[config.mk]
export PLATFORM = sky130hd
export DESIGN_NAME = serial_rx_flat
export DESIGN_NICKNAME = d
export VERILOG_FILES = /design/src/rtl/serial_rx_if.sv /design/src/rtl/serial_rx.sv /design/src/flat_wrapper.sv
export SDC_FILE = /design/constraint.sdc
export NUM_CORES = 1
export LEC_CHECK = 0
export CORE_AREA = 2 2 87 89
export CTS_BUF_LIST = sky130_fd_sc_hd__clkbuf_16
export CTS_CLUSTER_SIZE = 16
export DETAILED_ROUTE_END_ITERATION = 10
export DIE_AREA = 0 0 89 91
export PLACE_DENSITY = 0.75
export SYNTH_ARGS = -nofsm -noshare
export SYNTH_HDL_FRONTEND = slang
export SYNTH_SLANG_ARGS = --single-unit
[constraint.sdc]
create_clock -name clk -period 1.7 [get_ports clk]
set_clock_uncertainty 0.05 [all_clocks]
set_input_delay 0.34 -clock clk [delete_from_list [all_inputs] [get_ports clk]]
set_output_delay 0.34 -clock clk [all_outputs]
set_load 0.05 [all_outputs]
[src/rtl/serial_rx_if.sv]
// Host-side bundle for serial_rx: serial input, frame control and byte readout.
// The master modport is the host/transmitter side, the slave modport is the receiver.
interface serial_rx_if;
  logic       rx;
  logic       start;
  logic [2:0] nbytes;
  logic [2:0] sel;
  logic       get;
  logic       ack;
  logic [7:0] data;
  logic       valid;
  logic       busy;
  logic       ovr;
  logic       perr;

  modport master (
    output rx, start, nbytes, sel, get, ack,
    input  data, valid, busy, ovr, perr
  );

  modport slave (
    input  rx, start, nbytes, sel, get, ack,
    output data, valid, busy, ovr, perr
  );
endinterface

[src/rtl/serial_rx.sv]
// Deserialiser for a raw LSB-first bitstream framed by an external start strobe.
// Optional even-parity check is compiled in with SERIAL_RX_PARITY_EN.
module serial_rx #(
  parameter int MAX_BYTES = 6
) (
  input logic        clk,
  input logic        nRst,
  serial_rx_if.slave bus
);

  localparam int BufW = 8 * MAX_BYTES;

  typedef enum logic [1:0] {IDLE, RECV, DONE} state_e;

  state_e            state_q, state_d;
  logic [BufW-1:0]   rxBuf_q, rxBuf_d;
  logic [5:0]        idx_q, idx_d;
  logic [5:0]        len_q, len_d;
  logic [5:0]        endIdx;
  logic [7:0]        data_q, data_d;
  logic              ovr_q, ovr_d;
  logic              perr_q, perr_d;
  logic              startOk;

`ifdef SERIAL_RX_PARITY_EN
  logic              parBit_q, parBit_d;
  assign endIdx = len_q + 6'd1;
`else
  assign endIdx = len_q;
`endif

  assign startOk = bus.start && (bus.nbytes != 3'd0) && (bus.nbytes <= 3'(MAX_BYTES));

  // RECV ends with one tail cycle after the final sample, so valid rises an edge later.
  always_comb begin
    state_d = state_q;
    rxBuf_d = rxBuf_q;
    idx_d   = idx_q;
    len_d   = len_q;
    data_d  = data_q;
    ovr_d   = ovr_q;
    perr_d  = perr_q;
`ifdef SERIAL_RX_PARITY_EN
    parBit_d = parBit_q;
`endif

    case (state_q)
      RECV: begin
        idx_d = idx_q + 6'd1;
        for (int k = 0; k < BufW; k++) begin
          if ((idx_q == 6'(k)) && (idx_q < len_q)) begin
            rxBuf_d[k] = bus.rx;
          end
        end
`ifdef SERIAL_RX_PARITY_EN
        if (idx_q == len_q) begin
          parBit_d = bus.rx;
        end
`endif
        if (idx_q == endIdx) begin
          state_d = DONE;
          idx_d   = idx_q;
`ifdef SERIAL_RX_PARITY_EN
          perr_d  = (^rxBuf_q) ^ parBit_q;
`endif
        end
      end
      default: begin
        if (startOk) begin
          state_d = RECV;
          rxBuf_d = '0;
          idx_d   = '0;
          len_d   = {bus.nbytes, 3'b000};
          perr_d  = 1'b0;
          if (state_q == DONE) begin
            ovr_d = !bus.ack;
          end
        end else if ((state_q == DONE) && bus.ack) begin
          state_d = IDLE;
          ovr_d   = 1'b0;
          perr_d  = 1'b0;
        end
      end
    endcase

    if (bus.get) begin
      data_d = 8'h00;
      for (int k = 0; k < MAX_BYTES; k++) begin
        if (bus.sel == 3'(k)) begin
          data_d = rxBuf_q[8*k +: 8];
        end
      end
    end
  end

  always_ff @(posedge clk) begin
    if (!nRst) begin
      state_q <= IDLE;
      rxBuf_q <= '0;
      idx_q   <= '0;
      len_q   <= '0;
      data_q  <= '0;
      ovr_q   <= 1'b0;
      perr_q  <= 1'b0;
    end else begin
      state_q <= state_d;
      rxBuf_q <= rxBuf_d;
      idx_q   <= idx_d;
      len_q   <= len_d;
      data_q  <= data_d;
      ovr_q   <= ovr_d;
      perr_q  <= perr_d;
    end
  end

`ifdef SERIAL_RX_PARITY_EN
  always_ff @(posedge clk) begin
    if (!nRst) begin
      parBit_q <= 1'b0;
    end else begin
      parBit_q <= parBit_d;
    end
  end
`endif

  assign bus.data  = data_q;
  assign bus.valid = (state_q == DONE);
  assign bus.busy  = (state_q == RECV);
  assign bus.ovr   = ovr_q;
  assign bus.perr  = perr_q;

endmodule

[src/flat_wrapper.sv]
// flat-port wrapper written by rule: the top's interface ports become plain ports
module serial_rx_flat 
#(
  parameter int MAX_BYTES = 6
)
  (clk, nRst, bus_rx, bus_start, bus_nbytes, bus_sel, bus_get, bus_ack, bus_data, bus_valid, bus_busy, bus_ovr, bus_perr);
  serial_rx_if bus_i ();
  input logic clk;
  input logic nRst;
  input wire logic [$bits(bus_i.rx)-1:0] bus_rx;
  input wire logic [$bits(bus_i.start)-1:0] bus_start;
  input wire logic [$bits(bus_i.nbytes)-1:0] bus_nbytes;
  input wire logic [$bits(bus_i.sel)-1:0] bus_sel;
  input wire logic [$bits(bus_i.get)-1:0] bus_get;
  input wire logic [$bits(bus_i.ack)-1:0] bus_ack;
  output wire logic [$bits(bus_i.data)-1:0] bus_data;
  output wire logic [$bits(bus_i.valid)-1:0] bus_valid;
  output wire logic [$bits(bus_i.busy)-1:0] bus_busy;
  output wire logic [$bits(bus_i.ovr)-1:0] bus_ovr;
  output wire logic [$bits(bus_i.perr)-1:0] bus_perr;
  assign bus_i.rx = bus_rx;
  assign bus_i.start = bus_start;
  assign bus_i.nbytes = bus_nbytes;
  assign bus_i.sel = bus_sel;
  assign bus_i.get = bus_get;
  assign bus_i.ack = bus_ack;
  assign bus_data = bus_i.data;
  assign bus_valid = bus_i.valid;
  assign bus_busy = bus_i.busy;
  assign bus_ovr = bus_i.ovr;
  assign bus_perr = bus_i.perr;
  serial_rx #(.MAX_BYTES(MAX_BYTES)) u_core (.clk(clk), .nRst(nRst), .bus(bus_i));
endmodule
Word level (Yosys, flattened, before mapping). Index checks and enable logic that the tools add are counted.

Flip-flop bits (word level): 69. Output and inout bits: 12. Logic and storage cells: 342.

Add/sub/neg operators: 1. $lt $le $gt $ge: 2. Equality and inequality tests: 106. Muxes and demuxes: 67. Bitwise gates (word level): 1. Reductions and logical operators: 111.

Operators by type and width (number): $reduce_and 2->1 (52); $ne 2x1->1 const B (49); $eq 6x5->1 const B (16); $eq 6x6->1 const B (16); $mux 48 (2); $mux 1 (52); $logic_and 1x1->1 (51); $eq 6x4->1 const B (8); $mux 8 (6); $eq 6x3->1 const B (4); $mux 6 (3); $eq 6x2->1 const B (2); $mux 2 (4); $add 6x1->6 const B (1); $eq 3x2->1 const B (2); $eq 3x3->1 const B (2); $eq 6x1->1 const B (1); $eq 6x6->1 (1); $logic_not 6->1 (1); $lt 6x6->1 (1); $reduce_bool 3->1 (2); $ne 2x2->1 const B (2); $reduce_bool 2->1 (2); $eq 3x1->1 const B (1); 7 further kinds (7).

Logic depth before layout (Yosys ltp). Gate-level depths: netlist of run 1.

Word-level depth: 7. Mapped depth: 8.

Worst setup path after synthesis of run 1. No wires, ideal clock.

Kind: flip-flop to flip-flop. From: register u_core.len_q[5], in the netlist u_core.endIdx[5]. To: register u_core.rxBuf_q[32]. Setup time: 0.130 ns. Arrival time: 1.667 ns. Path slack: -0.146 ns. Stages on the path, launching flop included: 8. Path buffers: 1. Path through: dfxtp_1 -> inv_1 -> ha_1 -> a21oi_1 -> clkbuf_1 -> nand4_1 -> o211ai_1 -> o31ai_1.

Word-level cells in the longest chain between the ends: 4.

RTL lines: start: declaration (RTL line serial_rx.sv:18) `logic [5:0] len_q, len_d;`; start signal: assignment (RTL line serial_rx.sv:109) `len_q <= len_d;`; $lt 6x6->1 (RTL line serial_rx.sv:51) `if ((idx_q == 6'(k)) && (idx_q < len_q)) begin`; $logic_and 1x1->1 (RTL line serial_rx.sv:51); $ne 2x1->1 (no source line); $reduce_and 2->1 (no source line); end signal: assignment (RTL line serial_rx.sv:107) `rxBuf_q <= rxBuf_d;`; end: declaration (RTL line serial_rx.sv:16) `logic [BufW-1:0] rxBuf_q, rxBuf_d;`.

No other way between the ends. A chain may end at the register's enable or synchronous reset.

Final worst setup path of run 1.
From: register u_core.len_q[5], in the netlist u_core.endIdx[5]. To: register u_core.rxBuf_q[1].

The elaborated chain is that of the path after synthesis.

==> key figures, run 1 <==
Status
  • Status: finished, final reports clean

Synthesis
  • Synth top area cells: dfxtp_1, o211a_1, o2bb2ai_1
  • Synthesized Nets: approximately 370
  • Number of synthesized flops with an enable pin: 0
  • Synth area leader: dfxtp_1
  • Register area share after synthesis: 0.391
  • Top_reg_cell synth: dfxtp_1
  • Synthesized flop and latch total: 68
  • Cells after Synth: 350
  • Synth Area per Inst: 9.94 µm²
  • Synth top area share: 0.391
  • FFs w/ async S/R, synth: 0
  • Synth warnings: 0
  • Post-synth cell types: 44
  • Synthesized area: between 3000 and 4000 µm²

Worst setup path
  • Cell Chain, Critical Path: inv_2 > ha_4 > nand3b_1 > buf_6 > clkbuf_16 > nand4_1 > o2bb2ai_1 > o211a_1
  • Reg2reg path depth: 8
  • Max FO, Critical Path: 5
  • Worst Path Required: between 1.5 and 2 ns
  • Max incr delay on CP: 0.33 ns
  • R2r endpoint: u_core.rxBuf_q[1]
  • Crit-path slowest cell: dfxtp_2
  • Worst r2r src: u_core.endIdx[5]
  • Worst Path Arrival: between 1.5 and 2 ns
  • Critical path startpoint: u_core.endIdx[5]
  • Nature of the critical path endpoint: flop
  • FF-to-FF setup slack: approximately 0.0082 ns
  • Worst setup SP type: flop
  • CP Class: reg -> reg

Floorplanning
  • Placeable Area: slightly above 7000 µm²
  • Die Wd: approximately 89 µm
  • # rows: 31
  • Initial Util: 0.487
  • Die Area: 8100 µm²
  • IO Pins: 24
  • Overall die height: slightly above 90 µm

Global route
  • Gr usage total: 0.239
  • First-pass GRT wire length: between 15000 and 20000 µm
  • Largest net degree at the start of global routing: 21
  • Remaining Overflow, GRT: 0
  • Initial antenna violation count: 0
  • Vias in the first global route: 3098

Drt
  • 1st-pass router iterations: 4
  • WL/cell: ~19 µm
  • 1st-iter DRT viols: approximately 230
  • Vias: about 3200
  • Antenna Violating Nets Remaining: 0
  • DRT Wirelength: ~9500 µm
  • DR vias/cell: 6.22
  • DRC: 0

Clocking
  • Clock Path Buffers: 2
  • Root Buffer: clkbuf_16
  • Sinks on the clock net: 68
  • Clock slew at reported path FFs: ~0.05 ns
  • H-tree levels: 3
  • Num CTS Buffers: 9
  • Clock latency on the worst-skew pair: between 0.3 and 0.4 ns
  • CTS tree: built

Cells and area
  • Final non-filler cell area: around 4700 µm²
  • Share of cells above drive strength 1: 0.305
  • # nets final: approximately 430
  • Diode count: 0
  • Synthesis-to-finish area growth: 36.1%
  • # fillers: 550

Run
  • Total of max-cap violations: 0

STA
  • Max Fclk: 0.591 GHz
  • Final worst-path cycle share: 0.995
  • Hold Vio Cnt, Final: 0
  • Final setup viols: 0
  • Worst hold slack: 0.352 ns
  • Tmin final: 1.69 ns
  • Fin. max-slew vios: 0
  • Setup repair after global routing missed its margin: yes

Hold path
  • Hold Path Stages: 4
  • Min-delay src: bus_nbytes[0]
  • Worst Hold End: u_core.endIdx[3]
  • HP Class: in -> reg

Place
  • Dpl cell area: about 4000 µm²
  • Post-DP HPWL: ~6200 µm
  • Port Buffer Count: 22
  • Routability cong.: 0.832

Power
  • Peak VDD IR: between 0.0006 and 0.0007 V
  • Lkg Pwr: roughly 0.002 µW
  • PD cells: 920 nW/µm²
-- Yosys cell counts, types with 4 or more instances --
cell        n
o211ai_1   19
buf_4       5
o211a_1    33
a22oi_1     5
nand3b_1    4
inv_1       7
a211oi_1    4
buf_2       4
o31ai_1    19
nor2b_1     7
nand4_1    22
o21ai_0     7
mux4_2      5
mux2i_1     6
a21oi_1    13
nand2_1    11
nand2b_1    4
o2bb2ai_1  32
ha_1        7
clkbuf_1   17
dfxtp_1    68
nor2_1     12
mux2_2      5
-- timing repair --
| action | 4_1_cts | 5_1_grt |
|---|---|---|
| setup buffers | 1 | 2 |
| pin swaps | 10 | 42 |
| cloned | 1 | 2 |
| hold buffers | 0 | 0 |
| hold endpoints to repair | 0 | 0 |
| resized for setup | 11 | 34 |
| endpoints found under the setup margin | 49 | 63 |
-- how the worst max path moves through the flow --
stage / end / depth (start not counted)
3_5_place_dp: u_core.rxBuf_q[5] / 6
6_report: u_core.rxBuf_q[1] / 8
5_1_grt: u_core.rxBuf_q[9] / 8
4_1_cts: u_core.rxBuf_q[5] / 6
3_3_place_gp: u_core.rxBuf_q[25] / 6
2_1_floorplan: u_core.rxBuf_q[29] / 7
-- logic make-up after synthesis --
family                     Yosys count  share of synthesized area
DFF                                 68                      0.391
buffers and inverters               40                     0.0565
muxes                               16                     0.0658
other                                1                    0.00108
adders and majority gates            7                     0.0252
and+or+nand+nor                     76                      0.127
AOI/OAI and AO/OA                  142                      0.333
-- per-stage QoR --
stage	TNS (ns)	setup slack, ns	utilization	instances	total power, µW
floorplan	-0.000190	-0.000190	-	350	1970
global placement	-17.69	-0.298	0.577	489	2200
detailed placement	-19.80	-0.337	0.577	489	2210
CTS	-0.0111	-0.00398	0.636	506	4320
global route	-1.33	-0.0827	0.663	509	4480
finish	0	0.00818	0.663	509	4350
-- layout make-up --
type / count / area (µm²) / area share
clock buffer: 9 / 225 / 0.0476
clock inverter: 6 / 104 / 0.0219
inverter: 9 / 33.8 / 0.00714
multi-input combinational: 242 / 2080 / 0.439
sequential: 68 / 1370 / 0.289
tap: 99 / 124 / 0.0262
timing repair buffer: 76 / 801 / 0.169
-- report_power, final --
part	switching, µW	total (µW)	internal, µW
sequential	20.4	1640	1620
clock	666	2080	1410
combinational	350	638	288
-- state kept, by name, indices dropped and copies added (netlist names) --
signal / count
u_core.bus.data: 8
u_core.bus.ovr: 1
u_core.endIdx: 3
u_core.idx_q: 6
u_core.rxBuf_q: 48
u_core.state_q: 2
-- cells in the final DEF (no fill, tap or decap), types with 8 or more instances in the layout --
cell type  count
dfxtp_1       63
buf_4         44
o211a_1       33
nand4_1       22
o211ai_1      19
o2bb2ai_1     19
o31ai_1       19
o2bb2ai_2     13
nor2_1        12
a21oi_1       12
nand2_1       11
clkbuf_16     11
buf_6         10
buf_12         8
-- layer usage --
metal / GRT usage / up-vias / wire [µm]
li1: - / 1515 / -
met1: 0.311 / 1547 / 4110
met2: 0.383 / 93 / 4700
met3: 0.0391 / 9 / 580
met4: 0.107 / 0 / 112
met5: 0 / - / 0
-- critical path, delay by kind of cell (launching register included) --
family / cells / cell delay (ns)
flip-flops: 1 / 0.33
buffers and inverters: 3 / 0.33
AND/OR/NAND/NOR: 2 / 0.34
AO/OA/AOI/OAI: 2 / 0.36
adder cells (fa/ha/maj): 1 / 0.23
No activity file was read; power rests on OpenSTA's default activity.
==> run 2, diff against run 1 <==
Settings changed: CORE_AREA 2 2 87 89 to 2 2 106 108, DIE_AREA 0 0 89 91 to 0 0 108 110, PLACE_DENSITY 0.75 to 0.55.
==> key figures, run 2 (synthesized netlist as in run 1, its figures left out) <==
Worst setup path
  • Crit-path slowest cell: dfxtp_2 (unchanged)
  • CP Class: reg -> reg (unchanged)
  • Worst r2r src: u_core.endIdx[5] (unchanged)
  • Worst Path Required: 1.92 ns (about the same)
  • Cell Chain, Critical Path: inv_2 > ha_4 > nand3b_1 > buf_6 > nand4_1 > o2bb2ai_2 > o211a_1 (was inv_2 > ha_4 > nand3b_1 > buf_6 > clkbuf_16 > nand4_1 > o2bb2ai_1 > o211a_1)
  • Worst setup SP type: flop (unchanged)
  • Max incr delay on CP: 0.34 ns (was 0.33 ns)
  • Reg2reg path depth: 7 (was 8)
  • Max FO, Critical Path: 8 (was 5)
  • Critical path startpoint: u_core.endIdx[5] (unchanged)
  • FF-to-FF setup slack: 0.02 ns (was 0.008 ns)
  • Worst Setup EP: u_core.rxBuf_q[14] (was u_core.rxBuf_q[1])
  • Worst Path Arrival: 1.90 ns (was 1.92 ns)
  • Nature of the critical path endpoint: flop (unchanged)
  • R2r endpoint: u_core.rxBuf_q[14] (was u_core.rxBuf_q[1])

Place
  • DP Worst Slack: -0.356 ns (was -0.337 ns)
  • Placed cell count: 527 (was 489)
  • Port Buffer Count: 22 (unchanged)
  • Post-DP HPWL: 6700 µm (was 6190 µm)
  • Routability cong.: 0.776 (was 0.832)

Cells and area
  • Share of cells above drive strength 1: 0.281 (was 0.305)
  • # fillers: 1018 (was 550)
  • Synthesis-to-finish area growth: 34.1% (was 36.1%)
  • Most frequent cells in the layout: dfxtp_1, buf_4, o211a_1, o2bb2ai_1, nand4_1 (was dfxtp_1, buf_4, o211a_1, nand4_1)
  • Final Util: 0.436 (was 0.663)
  • Fin cells: 549 (was 509)
  • Reg area: 1370 µm² (about the same)
  • Diode count: 0 (unchanged)
  • Most common cell after layout, fill and taps aside: dfxtp_1 (unchanged)
  • Max reg flops: 48 (unchanged)
  • Reg with most FFs: u_core.rxBuf_q (unchanged)
  • # nets final: 423 (was 425)
  • Multi-input logic area: 2020 µm² (was 2080 µm²)

Run
  • Total of max-cap violations: 0 (unchanged)

Clocking
  • CTS tree: built (unchanged)
  • Num CTS Buffers: 9 (unchanged)
  • Clock slew at reported path FFs: 0.06 ns (was 0.05 ns)
  • Clock Path Buffers: 2 (unchanged)
  • H-tree levels: 3 (unchanged)
  • Clock latency on the worst-skew pair: 0.33 ns (about the same)
  • Root Buffer: clkbuf_16 (unchanged)
  • Sinks on the clock net: 68 (unchanged)

Drt
  • DRC: 0 (unchanged)
  • Vias: 3071 (was 3164)
  • DR WL met3: 432 µm (was 580 µm)
  • DRT Wirelength: 9780 µm (was 9500 µm)
  • Highest metal used: met4 (unchanged)
  • DR WL met2: 4590 µm (was 4700 µm)
  • 1st-pass router iterations: 4 (unchanged)
  • DRT met1 WL: 4620 µm (was 4110 µm)
  • DR vias/cell: 5.59 (was 6.22)
  • 1st-iter DRT viols: 338 (was 225)
  • WL/cell: 17.8 µm (was 18.7 µm)
  • Antenna Violating Nets Remaining: 0 (unchanged)

Hold path
  • HP Class: reg -> reg (was in -> reg)

STA
  • Tmin final: 1.68 ns (was 1.69 ns)
  • Max Fclk: 0.595 GHz (was 0.591 GHz)
  • Fin. max-slew vios: 0 (unchanged)
  • Setup repair after global routing missed its margin: yes (unchanged)
  • Final worst-path cycle share: 0.988 (was 0.995)
  • Final setup margin: 0.0204 ns (was 0.00818 ns)
  • Final setup viols: 0 (unchanged)
  • Hold Vio Cnt, Final: 0 (unchanged)

Power
  • PD cells: 931 nW/µm² (was 920 nW/µm²)
  • Design Power: 4350 µW (about the same)
  • Combinational share of power: 0.134 (was 0.146)
  • P_int: 3290 µW (was 3320 µW)
  • Switching power: 1050 µW (was 1040 µW)
  • Peak VDD IR: 0.000531 V (was 0.000604 V)
  • Clock network power share: 0.490 (was 0.477)
  • Sw Share: 0.242 (was 0.238)
  • Register share of total power: 0.377 (was 0.376)
  • Lkg Pwr: 0.00192 µW (was 0.00199 µW)

Floorplanning
  • Die Wd: 108 µm (was 89 µm)
  • Placeable Area: 10700 µm² (was 7140 µm²)
  • Overall die height: 110 µm (was 91 µm)
  • # rows: 38 (was 31)
  • IO Pins: 24 (unchanged)
  • Die Area: 11900 µm² (was 8100 µm²)
  • Initial Util: 0.325 (was 0.487)

Global route
  • Gr usage total: 0.172 (was 0.239)
  • Vias in the first global route: 2928 (was 3098)
  • Largest net degree at the start of global routing: 37 (was 21)
  • Remaining Overflow, GRT: 0 (unchanged)
  • Initial antenna violation count: 0 (unchanged)
  • First-pass GRT wire length: 15700 µm (was 15100 µm)

Status
  • Status: finished, final reports clean (unchanged)
## run 2: cell count changes in the layout (fill, tap and decap cells not counted), moves of 4 or more
cell             previous run  this run
buf_4                      44        49
clkdlybuf4s50_1             7        11
o2bb2ai_2                  13         4
buf_6                      10         5
o2bb2ai_1                  19        28
dlymetal6s2s_1              4         0
## run 2: worst max-delay path, delay by kind of cell, from the launching register on
kind	cells	cell delay (ns)
buffers and inverters	2	0.21
adders and majority gates	1	0.22
AOI/OAI and AO/OA	2	0.39
and+or+nand+nor	2	0.42
DFF	1	0.34
## run 2: routing by layer
metal / up-vias / global-route usage
met5: - / 0
met4: 0 / 0.0797
met3: 8 / 0.0247
met2: 69 / 0.264
met1: 1491 / 0.240
li1: 1503 / -
## run 2: cell type report
cell class,instances,area share
Clock inverter,7,0.0247
Sequential cell,68,0.294
Tap cell,140,0.0375
Multi-Input combinational cell,242,0.433
Inverter,9,0.00724
Timing Repair Buffer,74,0.155
Clock buffer,9,0.0483
## run 2: what timing repair did
action,CTS,global route
resized for setup,11,20
setup endpoints to repair,49,56
hold buffers,0,0
buffers inserted,0,2
pin swaps,6,21
cloned,2,2
hold endpoints to repair,0,0
## run 2: stage by stage
stage	area, µm²	hold WS (ns)	setup TNS, ns
2_1_floorplan	3490	0.388	-0.000190
3_3_place_gp	4120	0.423	-18.13
3_5_place_dp	4120	0.423	-19.97
4_1_cts	4530	0.434	0
5_1_grt	4670	0.472	-1.74
6_report	4670	0.433	0
## run 2: worst min path at each step
stage / slack, ns / endpoint / start / cells past startpoint
final: 0.43 / u_core.bus.data[2] / u_core.bus.data[2] / 2
after global routing: 0.47 / u_core.rxBuf_q[41] / u_core.rxBuf_q[41] / 2
after CTS: 0.43 / u_core.bus.data[2] / u_core.bus.data[2] / 2
after detailed placement: 0.42 / u_core.bus.data[2] / u_core.bus.data[2] / 2
after global placement: 0.42 / u_core.bus.data[2] / u_core.bus.data[2] / 2
after floorplan: 0.39 / u_core.bus.ovr / bus_ack / 1
## run 2: power by group through the flow
stage	Sequential [µW]	Clock (µW)	Combinational, µW
floorplan	1700	0	274
global placement	1670	0	510
detailed placement	1670	0	515
CTS	1640	2170	536
global route	1640	2240	625
finish	1640	2130	580
==> run 3, diff against run 2 <==
Settings changed: CORE_AREA 2 2 106 108 to 2 2 90 92, DIE_AREA 0 0 108 110 to 0 0 92 94, PLACE_DENSITY 0.55 to 0.71.
==> key figures, run 3 (synthesized netlist as in run 1, its figures left out) <==
Status
  • Status: finished, final reports clean (unchanged)

Power
  • P_int: 3120 µW (was 3290 µW)
  • Sw Share: 0.253 (was 0.242)
  • Combinational share of power: 0.130 (was 0.134)
  • Register share of total power: 0.392 (was 0.377)
  • Lkg Pwr: 0.00187 µW (was 0.00192 µW)
  • PD cells: 923 nW/µm² (was 931 nW/µm²)
  • Design Power: 4180 µW (was 4350 µW)
  • Peak VDD IR: 0.000534 V (was 0.000531 V)
  • Clock network power share: 0.478 (was 0.490)
  • Switching power: 1060 µW (was 1050 µW)

Clocking
  • H-tree levels: 3 (unchanged)
  • CTS tree: built (unchanged)
  • Post-CTS Setup Repair Bufs: 0 (unchanged)
  • Clock slew at reported path FFs: 0.06 ns (about the same)
  • Cts hold-fix bufs: 0 (unchanged)
  • Clock latency on the worst-skew pair: 0.33 ns (about the same)
  • Num CTS Buffers: 9 (unchanged)
  • Root Buffer: clkbuf_16 (unchanged)
  • Clock Path Buffers: 2 (unchanged)
  • Sinks on the clock net: 68 (unchanged)

Floorplanning
  • Placeable Area: 7610 µm² (was 10700 µm²)
  • Overall die height: 94 µm (was 110 µm)
  • Die Wd: 92 µm (was 108 µm)
  • Initial Util: 0.457 (was 0.325)
  • Die Area: 8650 µm² (was 11900 µm²)
  • # rows: 32 (was 38)
  • IO Pins: 24 (unchanged)

Worst setup path
  • CP Class: reg -> reg (unchanged)
  • CP Buf/Inv Count: 2 (unchanged)
  • Reg2reg path depth: 7 (unchanged)
  • Worst Path Required: 1.93 ns (was 1.92 ns)
  • Critical Path Stages: 7 (unchanged)
  • Top delay family on crit path: compound AO/OA/AOI/OAI gates (was simple AND/OR/NAND/NOR gates)
  • Max FO, Critical Path: 16 (was 8)
  • Cell Chain, Critical Path: inv_2 > ha_4 > a21oi_4 > buf_8 > nand4_1 > o2bb2ai_2 > o211a_1 (was inv_2 > ha_4 > nand3b_1 > buf_6 > nand4_1 > o2bb2ai_2 > o211a_1)
  • FF-to-FF setup slack: 0.02 ns (about the same)
  • Worst Path Arrival: 1.90 ns (about the same)
  • Nature of the critical path endpoint: flop (unchanged)
  • Crit-path slowest cell: dfxtp_2 (unchanged)
  • Max incr delay on CP: 0.33 ns (was 0.34 ns)
  • Worst setup SP type: flop (unchanged)

Cells and area
  • # fillers: 630 (was 1018)
  • Most frequent cells in the layout: dfxtp_1, buf_4, o211a_1, o2bb2ai_1, nand4_1 (unchanged)
  • # nets final: 417 (was 423)
  • Most common cell after layout, fill and taps aside: dfxtp_1 (unchanged)
  • Share of cells above drive strength 1: 0.280 (was 0.281)
  • Reg with most FFs: u_core.rxBuf_q (unchanged)
  • Max reg flops: 48 (unchanged)
  • Diode count: 0 (unchanged)
  • Synthesis-to-finish area growth: 30.1% (was 34.1%)

Place
  • DP Worst Slack: -0.324 ns (was -0.356 ns)
  • Port Buffer Count: 22 (unchanged)
  • Routability cong.: 0.915 (was 0.776)
  • Post-DP HPWL: 6390 µm (was 6700 µm)

STA
  • Setup repair after global routing missed its margin: yes (unchanged)
  • Final setup margin: 0.0232 ns (was 0.0204 ns)
  • Final worst-path cycle share: 0.986 (was 0.988)
  • Final setup viols: 0 (unchanged)
  • Max Fclk: 0.596 GHz (was 0.595 GHz)
  • Tmin final: 1.68 ns (about the same)
  • Fin. max-slew vios: 0 (unchanged)
  • Worst hold slack: 0.434 ns (was 0.433 ns)
  • Hold Vio Cnt, Final: 0 (unchanged)

Global route
  • Initial antenna violation count: 0 (unchanged)
  • Vias in the first global route: 2893 (was 2928)
  • First-pass GRT wire length: 14900 µm (was 15700 µm)
  • Remaining Overflow, GRT: 0 (unchanged)
  • Largest net degree at the start of global routing: 34 (was 37)
  • Gr usage total: 0.222 (was 0.172)

Drt
  • Antenna Violating Nets Remaining: 0 (unchanged)
  • 1st-iter DRT viols: 229 (was 338)
  • DRC: 0 (unchanged)
  • WL/cell: 18.1 µm (was 17.8 µm)
  • Vias: 3091 (was 3071)
  • DRT Wirelength: 9130 µm (was 9780 µm)
  • DR vias/cell: 6.12 (was 5.59)
  • 1st-pass router iterations: 4 (unchanged)

Hold path
  • HP Class: reg -> reg (unchanged)
  • Hold Path Stages: 2 (unchanged)

Run
  • Total of max-cap violations: 0 (unchanged)
-- run 3: cell types whose count changed in the layout (fill, tap and decap cells not counted), sizes merged --
cell,previous run,this run
clkinv,4,5
clkbuf,11,9
buf,61,57
bufinv,3,2
-- run 3: cell type report --
type / count / area (µm²) / area share
repair buffers: 68 / 647 / 0.143
flip-flops and latches: 68 / 1370 / 0.303
well taps: 102 / 128 / 0.0282
inverters: 9 / 36.3 / 0.00802
clock buffers: 9 / 225 / 0.0498
clock inverters: 7 / 91.3 / 0.0202
multi-input cells: 242 / 2030 / 0.448
-- run 3: through the flow --
| step | setup TNS (ns) | cells | instance area [µm²] | util |
|---|---|---|---|---|
| finish | 0 | 505 | 4520 | 0.595 |
| global route | -0.705 | 505 | 4520 | 0.595 |
| CTS | 0 | 505 | 4420 | 0.581 |
| detailed placement | -18.73 | 489 | 4060 | 0.534 |
| global placement | -16.97 | 489 | 4060 | 0.534 |
| floorplan | -0.000190 | 350 | 3490 | - |
-- run 3: power groups by stage --
stage / clock, µW / sequential [µW] / combinational, µW
3_3_place_gp: 0 / 1670 / 498
5_1_grt: 2100 / 1640 / 579
4_1_cts: 2010 / 1640 / 520
2_1_floorplan: 0 / 1700 / 274
6_report: 2000 / 1640 / 542
3_5_place_dp: 0 / 1670 / 506
-- run 3: path summary, 6_finish.rpt --
| check | start | end |
|---|---|---|
| worst min register to register | u_core.bus.data[3] | u_core.bus.data[3] |
| worst max register to register | u_core.endIdx[5] | u_core.rxBuf_q[0] |
| worst min-delay path | u_core.bus.data[3] | u_core.bus.data[3] |
| worst max-delay path | u_core.endIdx[5] | u_core.rxBuf_q[0] |
-- run 3: metal layers --
layer | global-route usage | wire, µm
met2 | 0.347 | 4260
met1 | 0.301 | 4060
met5 | 0 | 0
met4 | 0.0833 | 140
met3 | 0.0474 | 670
-- run 3: what timing repair did --
action                                  in CTS  in global routing
endpoints found under the setup margin      49                 54
pin swaps                                    2                 23
resized for setup                            9                 26
-- run 3: tightest hold or removal path, stage by stage (launching register included) --
cell and delay (ns):
dfxtp_1 0.31, nand3b_1 0.07, o31ai_1 0.06
